### src/rtl/isa_cache_refill.sv
// ---------------------------------------------------------------------------
// isa_cache_refill
//
// Instruction-side refill stage that sits directly upstream of the DDR cache
// interface (ui_clk domain). It keeps a window of ISA_DEPTH instructions in a
// local array and serves core fetches from that array with a latency of one
// cycle. A fetch outside the window issues one burst read of ISA_DEPTH beats.
// The returned beats are captured, and the pending fetch is then answered
// without the core issuing it again.
//
// Ports:
//   clk, rst                  ui_clk and asynchronous active-low reset
//   fetch_req, fetch_pc       core fetch strobe and instruction index
//   flush                     invalidate the window
//   ins_out, ins_valid        fetched instruction and its one-cycle strobe
//   stall                     fetch not accepted this cycle (combinational)
//   ISA_read_req/_addr,
//   isa_read_len              burst request towards the DDR interface
//   instruction_to_cache,
//   rd_burst_data_valid       returned beat and its strobe
//   rd_cnt_isa                interface beat counter (informational, unused)
//   load_ins_ddr              interface still busy; hold the request back
//
// Optional build macro: ISA_REFILL_PERF_CNT_EN adds the saturating
// performance counters hit_cnt, miss_cnt and fill_cycles.
// ---------------------------------------------------------------------------
module isa_cache_refill #(
    parameter int                          ISA_WIDTH      = 30,
    parameter int                          ISA_DEPTH      = 72,
    parameter int                          PC_WIDTH       = 16,
    parameter int                          DDR_ADDR_WIDTH = 28,
    parameter logic [DDR_ADDR_WIDTH-1:0]   ISA_DDR_BASE   = '0,
    parameter int                          ADDR_STRIDE    = 8
) (
    input  logic                      clk,
    input  logic                      rst,
    input  logic                      fetch_req,
    input  logic [PC_WIDTH-1:0]       fetch_pc,
    input  logic                      flush,
    output logic [ISA_WIDTH-1:0]      ins_out,
    output logic                      ins_valid,
    output logic                      stall,
    output logic                      ISA_read_req,
    output logic [DDR_ADDR_WIDTH-1:0] ISA_read_addr,
    output logic [9:0]                isa_read_len,
    input  logic [ISA_WIDTH-1:0]      instruction_to_cache,
    input  logic                      rd_burst_data_valid,
    input  logic [9:0]                rd_cnt_isa,
    input  logic                      load_ins_ddr
`ifdef ISA_REFILL_PERF_CNT_EN
    ,
    output logic [31:0]               hit_cnt,
    output logic [31:0]               miss_cnt,
    output logic [31:0]               fill_cycles
`endif
);

    localparam int IDX_W = $clog2(ISA_DEPTH);

    typedef enum logic [1:0] {S_IDLE, S_REQ, S_FILL, S_DONE} state_t;

    state_t                  state_q;
    logic                    window_valid_q;
    logic                    flush_pend_q;
    logic [PC_WIDTH-1:0]     base_q;
    logic [PC_WIDTH-1:0]     miss_pc_q;
    logic [IDX_W-1:0]        fill_cnt_q;
    logic [ISA_WIDTH-1:0]    ins_out_q;
    logic                    ins_valid_q;
    logic                    read_req_q;
    logic [DDR_ADDR_WIDTH-1:0] read_addr_q;
    logic [9:0]              read_len_q;

    logic [ISA_WIDTH-1:0]    mem_q [ISA_DEPTH];

    // The beat counter is not needed: beats are indexed by our own counter.
    logic unused_inputs;
    assign unused_inputs = ^rd_cnt_isa;

    // Window check done one bit wider so a window that runs past the top of
    // the PC space cannot wrap around and alias low addresses.
    logic [PC_WIDTH:0]       pc_ext;
    logic [PC_WIDTH:0]       base_ext;
    logic [PC_WIDTH:0]       limit_ext;
    logic [PC_WIDTH-1:0]     offset;
    logic [IDX_W-1:0]        rd_idx;
    logic                    hit;
    logic                    fetch_hit;
    logic                    fetch_miss;

    assign pc_ext     = {1'b0, fetch_pc};
    assign base_ext   = {1'b0, base_q};
    assign limit_ext  = base_ext + (PC_WIDTH+1)'(ISA_DEPTH);
    assign offset     = fetch_pc - base_q;
    assign rd_idx     = offset[IDX_W-1:0];
    assign hit        = window_valid_q && (pc_ext >= base_ext) && (pc_ext < limit_ext);
    // A flush in the same cycle as a fetch wins, so the fetch becomes a miss.
    assign fetch_hit  = (state_q == S_IDLE) && fetch_req && hit && !flush;
    assign fetch_miss = (state_q == S_IDLE) && fetch_req && !(hit && !flush);

    // stall must reject the miss cycle itself, so it cannot be registered.
    assign stall = (state_q == S_REQ) || (state_q == S_FILL) || fetch_miss;

    assign ins_out       = ins_out_q;
    assign ins_valid     = ins_valid_q;
    assign ISA_read_req  = read_req_q;
    assign ISA_read_addr = read_addr_q;
    assign isa_read_len  = read_len_q;

    // Instruction window storage; contents do not need a reset.
    always_ff @(posedge clk) begin
        if (state_q == S_FILL && rd_burst_data_valid) begin
            mem_q[fill_cnt_q] <= instruction_to_cache;
        end
    end

    always_ff @(posedge clk or negedge rst) begin
        if (!rst) begin
            state_q        <= S_IDLE;
            window_valid_q <= 1'b0;
            flush_pend_q   <= 1'b0;
            base_q         <= '0;
            miss_pc_q      <= '0;
            fill_cnt_q     <= '0;
            ins_out_q      <= '0;
            ins_valid_q    <= 1'b0;
            read_req_q     <= 1'b0;
            read_addr_q    <= '0;
            read_len_q     <= '0;
        end else begin
            ins_valid_q <= 1'b0;
            read_req_q  <= 1'b0;
            case (state_q)
                S_IDLE: begin
                    if (flush) begin
                        window_valid_q <= 1'b0;
                    end
                    if (fetch_hit) begin
                        ins_out_q   <= mem_q[rd_idx];
                        ins_valid_q <= 1'b1;
                    end else if (fetch_miss) begin
                        miss_pc_q    <= fetch_pc;
                        flush_pend_q <= 1'b0;
                        state_q      <= S_REQ;
                    end
                end
                S_REQ: begin
                    flush_pend_q <= flush_pend_q | flush;
                    if (!load_ins_ddr) begin
                        read_req_q     <= 1'b1;
                        read_addr_q    <= ISA_DDR_BASE
                                        + DDR_ADDR_WIDTH'(miss_pc_q) * DDR_ADDR_WIDTH'(ADDR_STRIDE);
                        read_len_q     <= 10'(ISA_DEPTH);
                        window_valid_q <= 1'b0;
                        base_q         <= miss_pc_q;
                        fill_cnt_q     <= '0;
                        state_q        <= S_FILL;
                    end
                end
                S_FILL: begin
                    flush_pend_q <= flush_pend_q | flush;
                    if (rd_burst_data_valid) begin
                        fill_cnt_q <= fill_cnt_q + 1'b1;
                        if (fill_cnt_q == IDX_W'(ISA_DEPTH - 1)) begin
                            state_q <= S_DONE;
                        end
                    end
                end
                S_DONE: begin
                    // The pending fetch is always answered, but a flush seen
                    // during the refill leaves the window invalid.
                    window_valid_q <= !(flush_pend_q || flush);
                    ins_out_q      <= mem_q[0];
                    ins_valid_q    <= 1'b1;
                    state_q        <= S_IDLE;
                end
                default: state_q <= S_IDLE;
            endcase
        end
    end

`ifdef ISA_REFILL_PERF_CNT_EN
    logic [31:0] hit_cnt_q;
    logic [31:0] miss_cnt_q;
    logic [31:0] fill_cycles_q;

    assign hit_cnt     = hit_cnt_q;
    assign miss_cnt    = miss_cnt_q;
    assign fill_cycles = fill_cycles_q;

    always_ff @(posedge clk or negedge rst) begin
        if (!rst) begin
            hit_cnt_q     <= '0;
            miss_cnt_q    <= '0;
            fill_cycles_q <= '0;
        end else begin
            if (fetch_hit && hit_cnt_q != 32'hFFFF_FFFF) begin
                hit_cnt_q <= hit_cnt_q + 32'd1;
            end
            if (fetch_miss && miss_cnt_q != 32'hFFFF_FFFF) begin
                miss_cnt_q <= miss_cnt_q + 32'd1;
            end
            if ((state_q == S_REQ || state_q == S_FILL) && fill_cycles_q != 32'hFFFF_FFFF) begin
                fill_cycles_q <= fill_cycles_q + 32'd1;
            end
        end
    end
`endif

endmodule

### config.mk
export PLATFORM = sky130hd
export DESIGN_NAME = isa_cache_refill
export DESIGN_NICKNAME = d
export VERILOG_FILES = /design/src/rtl/isa_cache_refill.sv
export SDC_FILE = /design/constraint.sdc
export NUM_CORES = 2
export LEC_CHECK = 0
export BUFFER_PORTS_ARGS = -buffer_cell sky130_fd_sc_hd__buf_2
export CAP_MARGIN = 20
export CORE_ASPECT_RATIO = 0.7
export CORE_MARGIN = 5
export CORE_UTILIZATION = 45
export CTS_BUF_LIST = sky130_fd_sc_hd__clkbuf_4 sky130_fd_sc_hd__clkbuf_8 sky130_fd_sc_hd__clkbuf_16
export DETAILED_ROUTE_END_ITERATION = 8
export HOLD_SLACK_MARGIN = 0.12
export SYNTH_ARGS = -nofsm -noshare
export SYNTH_HDL_FRONTEND = slang
export SYNTH_SLANG_ARGS = --single-unit
### constraint.sdc
create_clock -name clk -period 14.8 [get_ports clk]
set_input_delay 2.22 -clock clk [delete_from_list [all_inputs] [get_ports clk]]
set_output_delay 2.22 -clock clk [all_outputs]
set_load 0.03 [all_outputs]
**After elaboration in Yosys (flattened, before gate mapping)**

Memory sizes are Yosys's and may differ from the RTL's.
Cells that the tools add are included.
W data, S select, Z words.

- Add/subtract/negate cells: 3
- Multiply operators: 0
- Divide/modulo/power cells: 0
- Order comparisons: 2
- Eq/ne operators: 11
- Shifts and indexed selects: 0
- Multiplexer cells: 23
- Bitwise gates (word level): 3
- Reductions and logical operators: 27

Operators by type and width:

| cell | number |
|---|---|
| $pmux W30 S2 | 1 |
| $mux W30 | 1 |
| $add A16 B7 Y17 const B | 1 |
| $lt A16 B17 Y1 | 1 |
| $ge A16 B16 Y1 | 1 |
| $mux W7 | 2 |
| $pmux W7 S2 | 1 |
| $ne A2 B2 Y1 const B | 6 |
| $reduce_and A3 Y1 | 4 |
| $mux W2 | 5 |
| $mux W1 | 9 |
| $logic_and A1 B1 Y1 | 8 |
| $pmux W2 S4 | 1 |
| $add A7 B1 Y7 const B | 1 |
| $eq A7 B7 Y1 const B | 1 |
| $sub A7 B7 Y7 | 1 |
| $reduce_bool A2 Y1 | 3 |
| $reduce_and A5 Y1 | 1 |
| $eq A2 B2 Y1 const B | 2 |
| $pmux W1 S2 | 2 |
| $reduce_and A2 Y1 | 2 |
| $logic_not A1 Y1 | 3 |
| $logic_or A1 B1 Y1 | 3 |
| $pmux W1 S3 | 1 |
| 7 further kinds | 8 |

- Register bits: 76
- Bits in latches: 0
- Bits in writable memories: 2160
- Memory bits (read-only): 0
- Output and inout port bits: 71
- Word-level logic and storage cells: 80
- Memories: 1

Memory list:

| name | words | bits a word | read ports | clocked after Yosys merged registers in | write ports | line | text |
|---|---|---|---|---|---|---|---|
| mem_q | 72 | 30 | 2 | 0 | 1 | 74 | `logic [ISA_WIDTH-1:0] mem_q [ISA_DEPTH];` |

**Longest topological paths before layout**

- Depth after elaboration: 9
- Depth in mapped cells: 15
- Depth with buffers taken out: 13

**Worst setup path after synthesis**

OpenSTA, ideal clock, no wires.

- Path kind: input-to-output
- Start: in fetch_pc[0]
- End: out stall
- Arrival time: 4.540 ns
- Data required time: 12.580 ns
- Setup slack: 8.040 ns
- Stages on the path: 12
- Cell sequence: inv_1 ha_1 fa_1 and2b_4 o22a_4 o21ai_1 a311oi_1 nor2_1 nor2_1 nor2_1 buf_2 or2_2

- Longest elaborated chain between the ends: 7
- Elaborated cells on any way between the ends: 8
- Those cells by class: order compare: 2; reduce/logical: 6

RTL lines:

| item | line | text |
|---|---|---|
| from (decl) | 38 | `input logic [PC_WIDTH-1:0] fetch_pc,` |
| $ge A16 B16 Y1 | 96 | `assign hit = window_valid_q && (pc_ext >= base_ext) && (pc_ext < limit_ext);` |
| $logic_and A1 B1 Y1 | 96 |  |
| $logic_and A1 B1 Y1 (*) | 96 |  |
| $logic_and A1 B1 Y1 (*) | 99 | `assign fetch_miss = (state_q == S_IDLE) && fetch_req && !(hit && !flush);` |
| $logic_not A1 Y1 (*) | 99 |  |
| $logic_and A1 B1 Y1 (*) | 99 |  |
| $logic_or A1 B1 Y1 (*) | 102 | `assign stall = (state_q == S_REQ) \|\| (state_q == S_FILL) \|\| fetch_miss;` |
| to (decl) | 42 | `output logic stall,` |

Mark *: on every way between the ends. The rest lies on a longest branch, timed or not.

**Worst setup path after layout**

Ends and elaborated chain as after synthesis.

==> results.md <==
* Status: finished, final reports clean
* Fmax at 0.140 GHz
* Max-slew headroom at around a third
* CP Launch Type: input pin
* Net Sw Frac at 32.7%
* Data arrival, critical path at 4.92 ns
* Mapped Cells at 3980
* Clock Skew at 0.0438 ns
* Synth warn at 0
* Final Hold Fails at 0
* Core area at 193000 µm²
* Fraction of layout cells with a size suffix above 1 at 30.5%
* Leading area contributor after synthesis: edfxtp_1
* Finished Core Util at between 50% and 60%
* Gpl congestion at roughly 0.78
* First-pass GRT wire length at around 320 mm
* Clock Sinks at 2236
* Largest net degree at the start of global routing at between 100 and 150
* Die width at about 540 µm
* Synth cell types at 68
* Post-CTS sizing at 0
* Slew Limit Fails at 0
* Die height at about 380 µm
* Via density at 6.04
* Most frequent CP cell: nor2_1
* Final ANT Viol Nets at 0
* CP Data Required Time at 12.58 ns
* Post-CTS setup buffers at 0
* Flop pwr share at 37.1%
* Top_reg_cell synth: edfxtp_1
* IO buf count at 102
* Tightest Pin Transition at 1.00 ns
* Sequential fraction of the synthesis area at about three quarters
* Initial core utilization at 45.2%
* Synth top area share at 74.3%
* TritonRoute pass-1 iters at 5
* Pint at around 0.013 W
* DR WL/cell at 33.0 µm
* Hold-fix buffers, CTS at 0
* Worst path cell trace: buf_2 -> inv_1 -> ha_4 -> fa_4 -> and2b_4 -> o22a_4 -> o21ai_1 -> a311oi_1 -> nor2_1 -> nor2_1 -> nor2_1 -> buf_4 -> or2_2 -> buf_2
* Sequential Area at 66800 µm²
* Number of DRC markers in iteration 0 at 5859
* Most common cell in the synthesized netlist: edfxtp_1
* WL final at 231 mm
* # fillers at 15.2k
* P&R area growth vs syn at 12.9%
* Area contributors post-synth: edfxtp_1 74%, mux4_2 16%, dfrtp_1 2.2%
* Setup TNS at 0 ns
* Worst skew pair latency at 0.83 ns
* Post-synth top cells: 2160 x edfxtp_1, 613 x mux4_2, 241 x nand2_1
* Area of the multi-input gates at 19800 µm²
* Initial antenna violation count at 10
* CP peak stage delay at 0.50 ns
* WS Path Type: in -> out
* Tot GR Track Use at 22.7%
* Fin nets at 4331
* Std-Cell Rows at 135
* DRC at 0
* CTS tree: done
* Crit path max fanout at 17
* CTS root buffer: clkbuf_16
* TritonCTS buffer count at 206
* Final hold slack at 0.477 ns
* HPWL Detailed at about 120 mm
* Gr ovfl total at 0
* Final worst path period need at 7.14 ns
* Total power per unit cell area at 196 nW/µm²
* I/O pin count at 133
* CP max-delay cell: fa_4
* Logic pwr share at 35.0%
* EDFF count, synth at 2160
* Worst Setup End Kind: primary output
* Vias in the first global route at 41.5k
* Clock power share at ~28%
* Via count at ~42k
* Peak VDD IR at 175 µV
* Max-cap violation count at 0
* Final setup fails at 0
* Clock Path Buffers at 4
* H-tree Lvls at 4
* CTS clk-pin slew, worst paths at 0.06 ns
* Switching power at 0.00632 W
* RSZ-0062 raised after global routing: false
* Die area at 203000 µm²
* Leak pwr at 31.3 nW
* Mean post-synth cell area at 21.9 µm²
* Class of the worst hold path: reg -> reg
* Post-synthesis cell area at 87300 µm²
* #FFs+latches synth at approximately 2.2k
* Async SR Flop Fraction at under 10%
* Fin crit share at about half
[power by group through the flow]
stage	Sequential, W	Clock [W]	Combinational, W
6_report	0.00718	0.00538	0.00677
5_1_grt	0.00719	0.00575	0.00719
4_1_cts	0.00718	0.00547	0.00684
3_5_place_dp	0.00732	0	0.00683
3_3_place_gp	0.00731	0	0.00679
2_1_floorplan	0.00738	0	0.00458
[layout by cell type (no fill, tap or decap), types with 44 or more instances in the layout]
cell type / n
buf_2: 101
buf_4: 141
clkbuf_16: 208
clkinv_2: 44
dfrtp_1: 76
edfxtp_1: 2160
mux2i_1: 55
mux4_2: 613
nand2_1: 241
nand3_1: 68
nor2_4: 70
[cell families (layout without fill, tap and decap cells)]
family	count (synthesis)	count (layout)	synth area share (%)
other	1	25	0.00430
muxes	710	710	17.0
AOI/OAI and AO/OA	185	185	1.42
adders and majority gates	37	37	0.539
buffers and inverters	265	660	1.63
DFF	2236	2236	76.5
xor gates and xnor gates	22	22	0.251
and+or+nand+nor	524	524	2.68
[final cells by class]
type / instances / area share (%)
antenna: 5 / 0.0127
clock buffer: 254 / 5.66
clock inverter: 116 / 1.22
inverter: 35 / 0.133
multi-input combinational: 1498 / 20.1
sequential: 2236 / 67.7
tap: 2603 / 3.30
timing repair buffer: 255 / 1.85
[worst paths after layout]
| check | startpoint | endpoint | slack, ns | depth (start not counted) |
|---|---|---|---|---|
| hold reg to reg | miss_pc_q[14]$_DFFE_PN0P_ | ISA_read_addr[17]$_DFFE_PN0P_ | 0.48 | 2 |
| setup reg to reg | ISA_read_addr[3]$_DFFE_PN0P_ | ins_out[23]$_DFFE_PN0P_ | 9.05 | 10 |
| min in group asynchronous | rst | miss_pc_q[8]$_DFFE_PN0P_ | 1.48 | 1 |
| hold / removal | miss_pc_q[14]$_DFFE_PN0P_ | ISA_read_addr[17]$_DFFE_PN0P_ | 0.48 | 2 |
| max in group asynchronous | rst | ins_out[17]$_DFFE_PN0P_ | 12.16 | 2 |
| setup / recovery | fetch_pc[0] | stall | 7.66 | 14 |
[per-stage QoR]
stage / area, µm² / total power [W] / setup slack [ns] / instances
global placement: 91700 / 0.0141 / 7.04 / 6620
floorplan: 87400 / 0.0120 / 8.04 / 3999
finish: 98600 / 0.0193 / 7.66 / 7002
global route: 98600 / 0.0201 / 7.48 / 6998
detailed placement: 91700 / 0.0141 / 7.06 / 6620
CTS: 98400 / 0.0195 / 7.64 / 6990
[registers in the layout, summed over array words and instances (netlist names), 2 cells and up]
name           cells
fill_cnt_q         7
ins_out           30
mem_q           2160
miss_pc_q         16
ISA_read_addr     16
state_q            2
[critical path, delay by kind of cell]
kind | cells | cell delay, ns
AND/OR/NAND/NOR | 5 | 0.95
adder cells (fa/ha/maj) | 2 | 0.67
buffers and inverters | 4 | 0.55
AO/OA/AOI/OAI | 3 | 0.55
[routing by layer]
| metal | track usage, % | vias up | wire, µm |
|---|---|---|---|
| li1 | - | 17075 | - |
| met1 | 34.4 | 22826 | 97900 |
| met2 | 33.6 | 2084 | 104000 |
| met3 | 5.40 | 310 | 23600 |
| met4 | 5.27 | 0 | 5500 |
| met5 | 0 | - | 0 |
(Power assumes the default switching activity.)
